===== config.mk =====
export PLATFORM = sky130hd
export DESIGN_NAME = periph_amo_adapter
export DESIGN_NICKNAME = d
export VERILOG_FILES = /design/src/rtl/periph_amo_pkg.sv /design/src/rtl/periph_amo_alu.sv /design/src/rtl/periph_amo_adapter.sv
export SDC_FILE = /design/constraint.sdc
export NUM_CORES = 1
export LEC_CHECK = 0
export BUFFER_PORTS_ARGS = -buffer_cell sky130_fd_sc_hd__buf_4
export CORE_MARGIN = 4
export CORE_UTILIZATION = 40
export CTS_BUF_LIST = sky130_fd_sc_hd__clkbuf_2
export CTS_CLUSTER_SIZE = 20
export DETAILED_ROUTE_END_ITERATION = 12
export PLACE_DENSITY = 0.59
export SYNTH_ARGS = -nofsm -noshare
export SYNTH_HDL_FRONTEND = slang
export SYNTH_HIERARCHICAL = 1
export SYNTH_SLANG_ARGS = --single-unit

===== constraint.sdc =====
create_clock -name clk_i -period 4.35 [get_ports clk_i]
set_clock_uncertainty 0.2 [all_clocks]
set_input_delay 0.87 -clock clk_i [delete_from_list [all_inputs] [get_ports clk_i]]
set_output_delay 0.87 -clock clk_i [all_outputs]
set_load 0.01 [all_outputs]

===== src/rtl/periph_amo_pkg.sv =====
// Shared definitions for the peripheral AMO adapter.
//   - funct5 encodings of the RISC-V AMO opcodes (atop[4:0])
//   - amo_op_e : typed view of those encodings
//   - fsm_state_e : sequencer states of the adapter
// LR/SC encodings are only honoured when PERIPH_AMO_LRSC_EN is defined.
package periph_amo_pkg;

   localparam logic [4:0] F5_ADD  = 5'b00000;
   localparam logic [4:0] F5_SWAP = 5'b00001;
   localparam logic [4:0] F5_LR   = 5'b00010;
   localparam logic [4:0] F5_SC   = 5'b00011;
   localparam logic [4:0] F5_XOR  = 5'b00100;
   localparam logic [4:0] F5_OR   = 5'b01000;
   localparam logic [4:0] F5_AND  = 5'b01100;
   localparam logic [4:0] F5_MIN  = 5'b10000;
   localparam logic [4:0] F5_MAX  = 5'b10100;
   localparam logic [4:0] F5_MINU = 5'b11000;
   localparam logic [4:0] F5_MAXU = 5'b11100;

   typedef enum logic [4:0] {
      AmoAdd  = F5_ADD,
      AmoSwap = F5_SWAP,
      AmoLr   = F5_LR,
      AmoSc   = F5_SC,
      AmoXor  = F5_XOR,
      AmoOr   = F5_OR,
      AmoAnd  = F5_AND,
      AmoMin  = F5_MIN,
      AmoMax  = F5_MAX,
      AmoMinu = F5_MINU,
      AmoMaxu = F5_MAXU
   } amo_op_e;

   typedef enum logic [2:0] {
      StIdle,
      StRd,
      StRdWait,
      StWr,
      StWrWait,
      StResp
   } fsm_state_e;

endpackage


===== src/rtl/periph_amo_alu.sv =====
// Combinational AMO datapath: computes the value written back by a read-modify-write.
// Ports:
//   i_op     : funct5 of the atomic
//   i_a      : old value read from the peripheral
//   i_b      : operand supplied by the requester
//   o_result : value to write back (32-bit wrapping)
//   o_unsup  : funct5 not supported by this build
// With PERIPH_AMO_LRSC_EN defined, LR passes i_a and SC passes i_b; otherwise both are unsupported.
module periph_amo_alu
   import periph_amo_pkg::*;
#(
   parameter int unsigned DATA_WIDTH = 32
) (
   input  logic [4:0]            i_op,
   input  logic [DATA_WIDTH-1:0] i_a,
   input  logic [DATA_WIDTH-1:0] i_b,
   output logic [DATA_WIDTH-1:0] o_result,
   output logic                  o_unsup
);

   always_comb begin
      o_result = '0;
      o_unsup  = 1'b0;
      case (i_op)
         AmoAdd:  o_result = i_a + i_b;
         AmoSwap: o_result = i_b;
         AmoXor:  o_result = i_a ^ i_b;
         AmoOr:   o_result = i_a | i_b;
         AmoAnd:  o_result = i_a & i_b;
         AmoMin:  o_result = ($signed(i_a) < $signed(i_b)) ? i_a : i_b;
         AmoMax:  o_result = ($signed(i_a) > $signed(i_b)) ? i_a : i_b;
         AmoMinu: o_result = (i_a < i_b) ? i_a : i_b;
         AmoMaxu: o_result = (i_a > i_b) ? i_a : i_b;
`ifdef PERIPH_AMO_LRSC_EN
         AmoLr:   o_result = i_a;
         AmoSc:   o_result = i_b;
`endif
         default: o_unsup = 1'b1;
      endcase
   end

endmodule


===== src/rtl/periph_amo_adapter.sv =====
// Adds atomic-memory-operation support in front of peripherals that lack it.
// Plain reads/writes are forwarded combinationally (zero added latency) with an outstanding-
// transaction limit; requests with atop_i[5]=1 run as a locked read-then-write sequence that
// returns the old value and swallows the write response.
// Ports:
//   clk_i, rst_i                 : clock, synchronous active-high reset
//   req_i..be_i, gnt_o           : upstream request channel (atop_i = {valid, funct5})
//   r_valid_o, r_opc_o, r_rdata_o: upstream response channel
//   req_o..be_o, gnt_i           : downstream request channel
//   r_valid_i, r_opc_i, r_rdata_i: downstream response channel
// Optional feature macro: PERIPH_AMO_LRSC_EN (LR/SC with a single address reservation).
module periph_amo_adapter
   import periph_amo_pkg::*;
#(
   parameter int unsigned ADDR_WIDTH      = 32,
   parameter int unsigned DATA_WIDTH      = 32,
   parameter int unsigned BE_WIDTH        = DATA_WIDTH / 8,
   parameter int unsigned MAX_OUTSTANDING = 4
) (
   input  logic                  clk_i,
   input  logic                  rst_i,
   input  logic                  req_i,
   input  logic [ADDR_WIDTH-1:0] add_i,
   input  logic                  wen_i,
   input  logic [5:0]            atop_i,
   input  logic [DATA_WIDTH-1:0] wdata_i,
   input  logic [BE_WIDTH-1:0]   be_i,
   output logic                  gnt_o,
   output logic                  r_valid_o,
   output logic                  r_opc_o,
   output logic [DATA_WIDTH-1:0] r_rdata_o,
   output logic                  req_o,
   output logic [ADDR_WIDTH-1:0] add_o,
   output logic                  wen_o,
   output logic [DATA_WIDTH-1:0] wdata_o,
   output logic [BE_WIDTH-1:0]   be_o,
   input  logic                  gnt_i,
   input  logic                  r_valid_i,
   input  logic                  r_opc_i,
   input  logic [DATA_WIDTH-1:0] r_rdata_i
);

   localparam int unsigned CNT_W = $clog2(MAX_OUTSTANDING + 1);
   localparam logic [CNT_W-1:0] CNT_MAX = CNT_W'(MAX_OUTSTANDING);

   if (DATA_WIDTH != 32) begin : g_bad_data_width
      $error("periph_amo_adapter: DATA_WIDTH must be 32");
   end
   if (MAX_OUTSTANDING < 1) begin : g_bad_max_outstanding
      $error("periph_amo_adapter: MAX_OUTSTANDING must be >= 1");
   end

   fsm_state_e            r_state, w_state_nxt;
   logic [CNT_W-1:0]      r_cnt;
   logic [ADDR_WIDTH-1:0] r_addr;
   logic [BE_WIDTH-1:0]   r_be;
   logic [DATA_WIDTH-1:0] r_operand, r_old;
   logic [4:0]            r_op;
   logic                  r_err;

   logic                  w_room, w_accept, w_cnt_inc, w_cnt_dec;
   logic [4:0]            w_alu_op;
   logic [DATA_WIDTH-1:0] w_alu_res;
   logic                  w_alu_unsup;
   logic                  w_is_sc, w_res_hit, w_rd_only;

   assign w_room = (r_cnt < CNT_MAX);

   // In IDLE the ALU decodes the incoming funct5 so support is known at accept time;
   // afterwards it works on the latched opcode.
   assign w_alu_op = (r_state == StIdle) ? atop_i[4:0] : r_op;

   periph_amo_alu #(
      .DATA_WIDTH (DATA_WIDTH)
   ) u_alu (
      .i_op     (w_alu_op),
      .i_a      (r_old),
      .i_b      (r_operand),
      .o_result (w_alu_res),
      .o_unsup  (w_alu_unsup)
   );

`ifdef PERIPH_AMO_LRSC_EN
   logic                  r_res_valid;
   logic [ADDR_WIDTH-1:0] r_res_addr;

   assign w_is_sc   = (atop_i[4:0] == F5_SC);
   assign w_res_hit = r_res_valid && (r_res_addr == add_i);
   assign w_rd_only = (r_op == F5_LR);

   always_ff @(posedge clk_i) begin
      if (rst_i) begin
         r_res_valid <= 1'b0;
         r_res_addr  <= '0;
      end else if (r_state == StRdWait && r_valid_i && !r_opc_i && w_rd_only) begin
         r_res_valid <= 1'b1;
         r_res_addr  <= r_addr;
      end else if ((w_accept && (w_is_sc || w_res_hit)) || (w_cnt_inc && !wen_i && w_res_hit)) begin
         // SC always consumes the reservation; any write or AMO to the address kills it.
         r_res_valid <= 1'b0;
      end
   end
`else
   assign w_is_sc   = 1'b0;
   assign w_res_hit = 1'b0;
   assign w_rd_only = 1'b0;
`endif

   always_ff @(posedge clk_i) begin
      if (rst_i) r_state <= StIdle;
      else       r_state <= w_state_nxt;
   end

   always_comb begin
      w_state_nxt = r_state;
      w_accept    = 1'b0;
      w_cnt_inc   = 1'b0;
      w_cnt_dec   = 1'b0;
      gnt_o       = 1'b0;
      r_valid_o   = 1'b0;
      r_opc_o     = 1'b0;
      r_rdata_o   = '0;
      req_o       = 1'b0;
      add_o       = add_i;
      wen_o       = wen_i;
      wdata_o     = wdata_i;
      be_o        = be_i;
      unique case (r_state)
         StIdle: begin
            r_valid_o = r_valid_i;
            r_opc_o   = r_opc_i;
            r_rdata_o = r_rdata_i;
            w_cnt_dec = r_valid_i && (r_cnt != '0);
            if (req_i && atop_i[5]) begin
               // Atomics only start once every pass-through response has drained.
               gnt_o    = (r_cnt == '0);
               w_accept = gnt_o;
               if (w_accept) begin
                  if (w_alu_unsup)  w_state_nxt = StResp;
                  else if (w_is_sc) w_state_nxt = w_res_hit ? StWr : StResp;
                  else              w_state_nxt = StRd;
               end
            end else begin
               req_o     = req_i && w_room;
               gnt_o     = gnt_i && w_room;
               w_cnt_inc = req_o && gnt_i;
            end
         end
         StRd: begin
            req_o   = 1'b1;
            wen_o   = 1'b1;
            add_o   = r_addr;
            be_o    = r_be;
            wdata_o = '0;
            if (gnt_i) w_state_nxt = StRdWait;
         end
         StRdWait: begin
            if (r_valid_i) w_state_nxt = (r_opc_i || w_rd_only) ? StResp : StWr;
         end
         StWr: begin
            req_o   = 1'b1;
            wen_o   = 1'b0;
            add_o   = r_addr;
            be_o    = r_be;
            wdata_o = w_alu_res;
            if (gnt_i) w_state_nxt = StWrWait;
         end
         StWrWait: begin
            if (r_valid_i) w_state_nxt = StResp;
         end
         StResp: begin
            r_valid_o   = 1'b1;
            r_opc_o     = r_err;
            r_rdata_o   = r_old;
            w_state_nxt = StIdle;
         end
         default: w_state_nxt = StIdle;
      endcase
      if (rst_i) begin
         gnt_o     = 1'b0;
         r_valid_o = 1'b0;
         r_opc_o   = 1'b0;
         r_rdata_o = '0;
         req_o     = 1'b0;
         add_o     = '0;
         wen_o     = 1'b0;
         wdata_o   = '0;
         be_o      = '0;
      end
   end

   always_ff @(posedge clk_i) begin
      if (rst_i) begin
         r_cnt     <= '0;
         r_addr    <= '0;
         r_be      <= '0;
         r_operand <= '0;
         r_op      <= '0;
         r_old     <= '0;
         r_err     <= 1'b0;
      end else begin
         unique case ({w_cnt_inc, w_cnt_dec})
            2'b10:   r_cnt <= r_cnt + CNT_W'(1);
            2'b01:   r_cnt <= r_cnt - CNT_W'(1);
            default: r_cnt <= r_cnt;
         endcase
         if (w_accept) begin
            r_addr    <= add_i;
            r_be      <= be_i;
            r_operand <= wdata_i;
            r_op      <= atop_i[4:0];
            // Failed SC reports 1; successful SC and unsupported ops report 0.
            r_old     <= (w_is_sc && !w_res_hit) ? DATA_WIDTH'(1) : '0;
            r_err     <= w_alu_unsup;
         end
         if (r_state == StRdWait && r_valid_i) begin
            r_old <= r_rdata_i;
            r_err <= r_opc_i;
         end
         if (r_state == StWrWait && r_valid_i) begin
            r_err <= r_err | r_opc_i;
         end
      end
   end

endmodule

==> qor.log <==
qor: outcome.run_status finished with violations
qor: outcome.violations setup timing
qor: route.wire_per_inst 16.8 um
qor: final_layout.fillerInstances 2493
qor: power_and_ir_drop.leakage_power_of_the_design 0.00622 uW
qor: sta.fin_setup_tns -22.73 ns
qor: critical_path.worst-endpoint-required 3.28 ns
qor: power_and_ir_drop.power_per_cell_area 426 nW/um^2
qor: cts.clockBufferDepth 2
qor: sta.worst-slew-pin-transition 0.674 ns
qor: route.drt-pass1-iter-count 5
qor: cts.postCtsHoldBufs 0
qor: cts.htree_levels 3
qor: route.detail_route.wirelength 37.1 mm
qor: run.max_cap_violations 0
qor: sta.slew_headroom 55.1%
qor: power_and_ir_drop.power.clock.fraction 8.8%
qor: global_routing.global_route.usage.met3 5.83%
qor: final_layout.utilization 57.0%
qor: global_routing.number_of_global_route_vias_before_repair 11600
qor: critical_path.worst-setup-path-type flip-flop to primary output
qor: global_routing.number_of_antenna_violations_at_the_first_check_in_global_routing 1
qor: floorplanning.die_width 168 um
qor: final_layout.number_of_nets_in_the_finished_design 2085
qor: synthesis.register_bit_total_from_synthesis 112
qor: synthesis.syn-mean-instance-area 6.64 um^2
qor: power_and_ir_drop.power.switching_fraction 48.9%
qor: sta.max_freq 0.195 GHz
qor: critical_path.crit_path_top_cell_by_count sky130_fd_sc_hd__buf_4
qor: final_layout.instances_no_fill 2209
qor: power_and_ir_drop.sequentialPowerShare 20.4%
qor: cts.cts_inserted_buffers 9
qor: synthesis.synth-async-reset-ratio 0%
qor: final_layout.flow.area_growth_from_synthesis 40.4%
qor: global_routing.global_route_wire_length_before_repair 59.3 mm
qor: cts.clock_sink_count 112
qor: route.initialDrtViolationCount 700
qor: sta.rsz0062_at_grt true
qor: place.place_inst 2172
qor: power_and_ir_drop.internal_power 3110 uW
qor: sta.finalMaxSlewViolations 0
qor: global_routing.grt.overflow.total 0
qor: sta.finalHoldViolCount 0
qor: critical_path.arrival 4.07 ns
qor: synthesis.synth.net_count 1748
qor: route.routed_via_density 5.39
qor: critical_path.timing.critical_path.slowest_stage_cell sky130_fd_sc_hd__or4_4
qor: synthesis.total_of_warnings_raised_by_yosys 6
qor: synthesis.synth_top_flop_cell sky130_fd_sc_hd__dfxtp_1
qor: power_and_ir_drop.power_switching 2980 uW
qor: cts.worst_skew_pair.late_latency 0.67 ns
qor: critical_path.cells_traversed_along_the_worst_timing_path inv_2 > ha_4 > nor4_4 > buf_4 > and3_1 > a211oi_2 > nand2_2 > buf_6 > or4_4 > nand3_4 > o211ai_4 > buf_4 > a221oi_2 > nand3_1 > nand3_2 > a21oi_2 > buf_4
qor: floorplanning.die_height 168 um
qor: synthesis.synthesis.area 10200 um^2
qor: floorplanning.initial_utilization 40.6%
qor: global_routing.globalRoute.busiestLayer met2
qor: global_routing.groute.layer.met2.usage 42.7%
qor: sta.final.hold.worst_slack 0.141 ns
qor: place.place.port_buffers 217
qor: floorplanning.boundaryPins 218
qor: route.route.detailed.drc 0
qor: cts.clkTransAtPathRegs 0.41 ns
qor: global_routing.met1_usage 32.6%
qor: synthesis.number_of_synthesized_flops_with_an_enable_pin 0
qor: sta.layout_min_cycle_time 5.14 ns
qor: cts.tritoncts_clock_tree yes
qor: floorplanning.rows 58
qor: power_and_ir_drop.ir_drop 0.268 mV
qor: critical_path.reg2regPathDepth 12
qor: synthesis.part_of_the_yosys_area_used_for_sequential_elements 22.0%
qor: place.detailedPlacementHpwl 26.6 mm
qor: global_routing.grt_use_total 25.3%
qor: sta.layout_setup_ws -0.789 ns
qor: synthesis.synthCells 1536
qor: worst_hold_path.worstHoldPathCells 3
qor: power_and_ir_drop.comb_power_share 70.8%
qor: cts.root_buffer sky130_fd_sc_hd__clkbuf_2
qor: critical_path.slowest_delay 0.54 ns
qor: place.finalWeightedCongestion 0.927
qor: floorplanning.die-area 28100 um^2
qor: final_layout.fraction_of_layout_cells_with_a_size_suffix_above_1 32.1%
qor: floorplanning.core_area 25100 um^2
qor: sta.timing.final.crit_share 118%
qor: sta.final-setup-viol-count 32
qor: route.final_antenna_net_count 0
qor: global_routing.grt_start_max_net_pins 100
qor: critical_path.cp-end-kind primary output
qor: worst_hold_path.hold_path.class input port to flip-flop
qor: critical_path.critical_path.max_fanout 4
qor: critical_path.critPathLaunchType flip-flop
qor: synthesis.synth_cell_type_count 67
qor: route.via_count 11900
[power groups by stage]
stage	combinational, uW	sequential (uW)	clock (uW)
global placement	3730	1250	0
detailed placement	3750	1250	0
CTS	4140	1240	561
floorplan	2140	1270	0
finish	4310	1240	536
global route	4690	1260	597
[per-layer routing]
layer | vias up | wire length [um]
li1 | 5953 | -
met1 | 5550 | 16500
met2 | 351 | 17100
met3 | 48 | 2700
met4 | 0 | 818
met5 | - | 0
[cells in the mapped netlist, types with 11 or more instances]
master,count,area share [%]
sky130_fd_sc_hd__a211oi_1,11,0.81
sky130_fd_sc_hd__a21oi_1,243,12
sky130_fd_sc_hd__a22o_1,34,2.9
sky130_fd_sc_hd__a22oi_1,26,1.9
sky130_fd_sc_hd__buf_2,20,0.98
sky130_fd_sc_hd__clkbuf_1,73,2.7
sky130_fd_sc_hd__dfxtp_1,112,22
sky130_fd_sc_hd__ha_1,97,12
sky130_fd_sc_hd__inv_1,88,3.2
sky130_fd_sc_hd__nand2_1,373,14
sky130_fd_sc_hd__nand3_1,79,3.9
sky130_fd_sc_hd__nor2_1,81,3.0
sky130_fd_sc_hd__nor3_1,20,0.98
sky130_fd_sc_hd__o21ai_0,69,3.4
sky130_fd_sc_hd__xnor2_1,17,1.5
[path summary, 6_finish.rpt]
path,start,endpoint,slack [ns]
worst max-delay path,r_operand[29]$_SDFFE_PP0P_,wdata_o[30],-0.79
worst min-delay path,wdata_i[21],r_operand[21]$_SDFFE_PP0P_,0.14
worst max register to register,r_state[2]$_SDFFE_PP0P_,r_state[2]$_SDFFE_PP0P_,1.79
worst min register to register,r_addr[28]$_SDFFE_PP0P_,r_addr[28]$_SDFFE_PP0P_,0.27
[per-stage QoR]
step | area [um^2] | worst slack (ns) | power (uW)
floorplan | 10200 | 0.0773 | 3400
global placement | 13300 | -0.524 | 4970
detailed placement | 13300 | -0.515 | 5000
CTS | 14000 | -0.816 | 5940
global route | 14300 | -1.04 | 6550
finish | 14300 | -0.789 | 6090
[sequential cells by signal, summed over array words and instances (netlist names)]
register and count:
r_cnt 3, r_state 3, r_operand 32, r_err 1, r_addr 32, r_be 4, r_old 32, r_op 5
[cell type report]
| type | count | area [um^2] | area share (%) |
|---|---|---|---|
| clock inverters | 7 | 73.8 | 0.516 |
| clock buffers | 9 | 45.0 | 0.315 |
| multi-input cells | 1214 | 7590 | 53.0 |
| flip-flops and latches | 112 | 2290 | 16.0 |
| diodes | 1 | 2.50 | 0.0175 |
| inverters | 89 | 334 | 2.33 |
| repair buffers | 447 | 3560 | 24.9 |
| well taps | 330 | 413 | 2.88 |
[what timing repair did]
action / CTS / global route
pin swaps: 53 / 24
cloned: 4 / 0
endpoints found under the setup margin: 32 / 32
setup buffers: 11 / 6
resized for setup: 93 / 70
[placed cells by master, fill, tap and decap left out, types with 17 or more instances in the layout]
cell type	synthesis	final
sky130_fd_sc_hd__buf_4	8	423
sky130_fd_sc_hd__a22o_1	34	34
sky130_fd_sc_hd__inv_1	88	82
sky130_fd_sc_hd__ha_1	97	83
sky130_fd_sc_hd__dfxtp_2	0	38
sky130_fd_sc_hd__o21ai_0	69	54
sky130_fd_sc_hd__xnor2_1	17	17
sky130_fd_sc_hd__nand2_1	373	370
sky130_fd_sc_hd__a21oi_1	243	224
sky130_fd_sc_hd__a21oi_2	0	18
sky130_fd_sc_hd__dfxtp_1	112	73
sky130_fd_sc_hd__a22oi_1	26	23
sky130_fd_sc_hd__nor3_1	20	19
sky130_fd_sc_hd__nor2_1	81	75
sky130_fd_sc_hd__nand3_1	79	74
[critical path, delay by kind of cell, from the launching register on]
kind,cells,cell delay [ns]
adder cells (fa/ha/maj),1,0.29
AND/OR/NAND/NOR,7,1.32
buffers and inverters,5,0.65
AO/OA/AOI/OAI,4,0.69
flip-flops,1,0.43
[cells by family (layout without fill, tap and decap cells)]
group	after synthesis	after routing	share of synthesized area, %
AO/OA/AOI/OAI	474	474	28.7
XOR/XNOR	25	25	2.15
other	0	1	0
adder cells (fa/ha/maj)	99	99	12.3
flip-flops	112	112	22.0
AND/OR/NAND/NOR	611	611	25.4
multiplexers	5	5	0.491
buffers and inverters	210	552	8.99
Power figures use the tool's default switching activity.
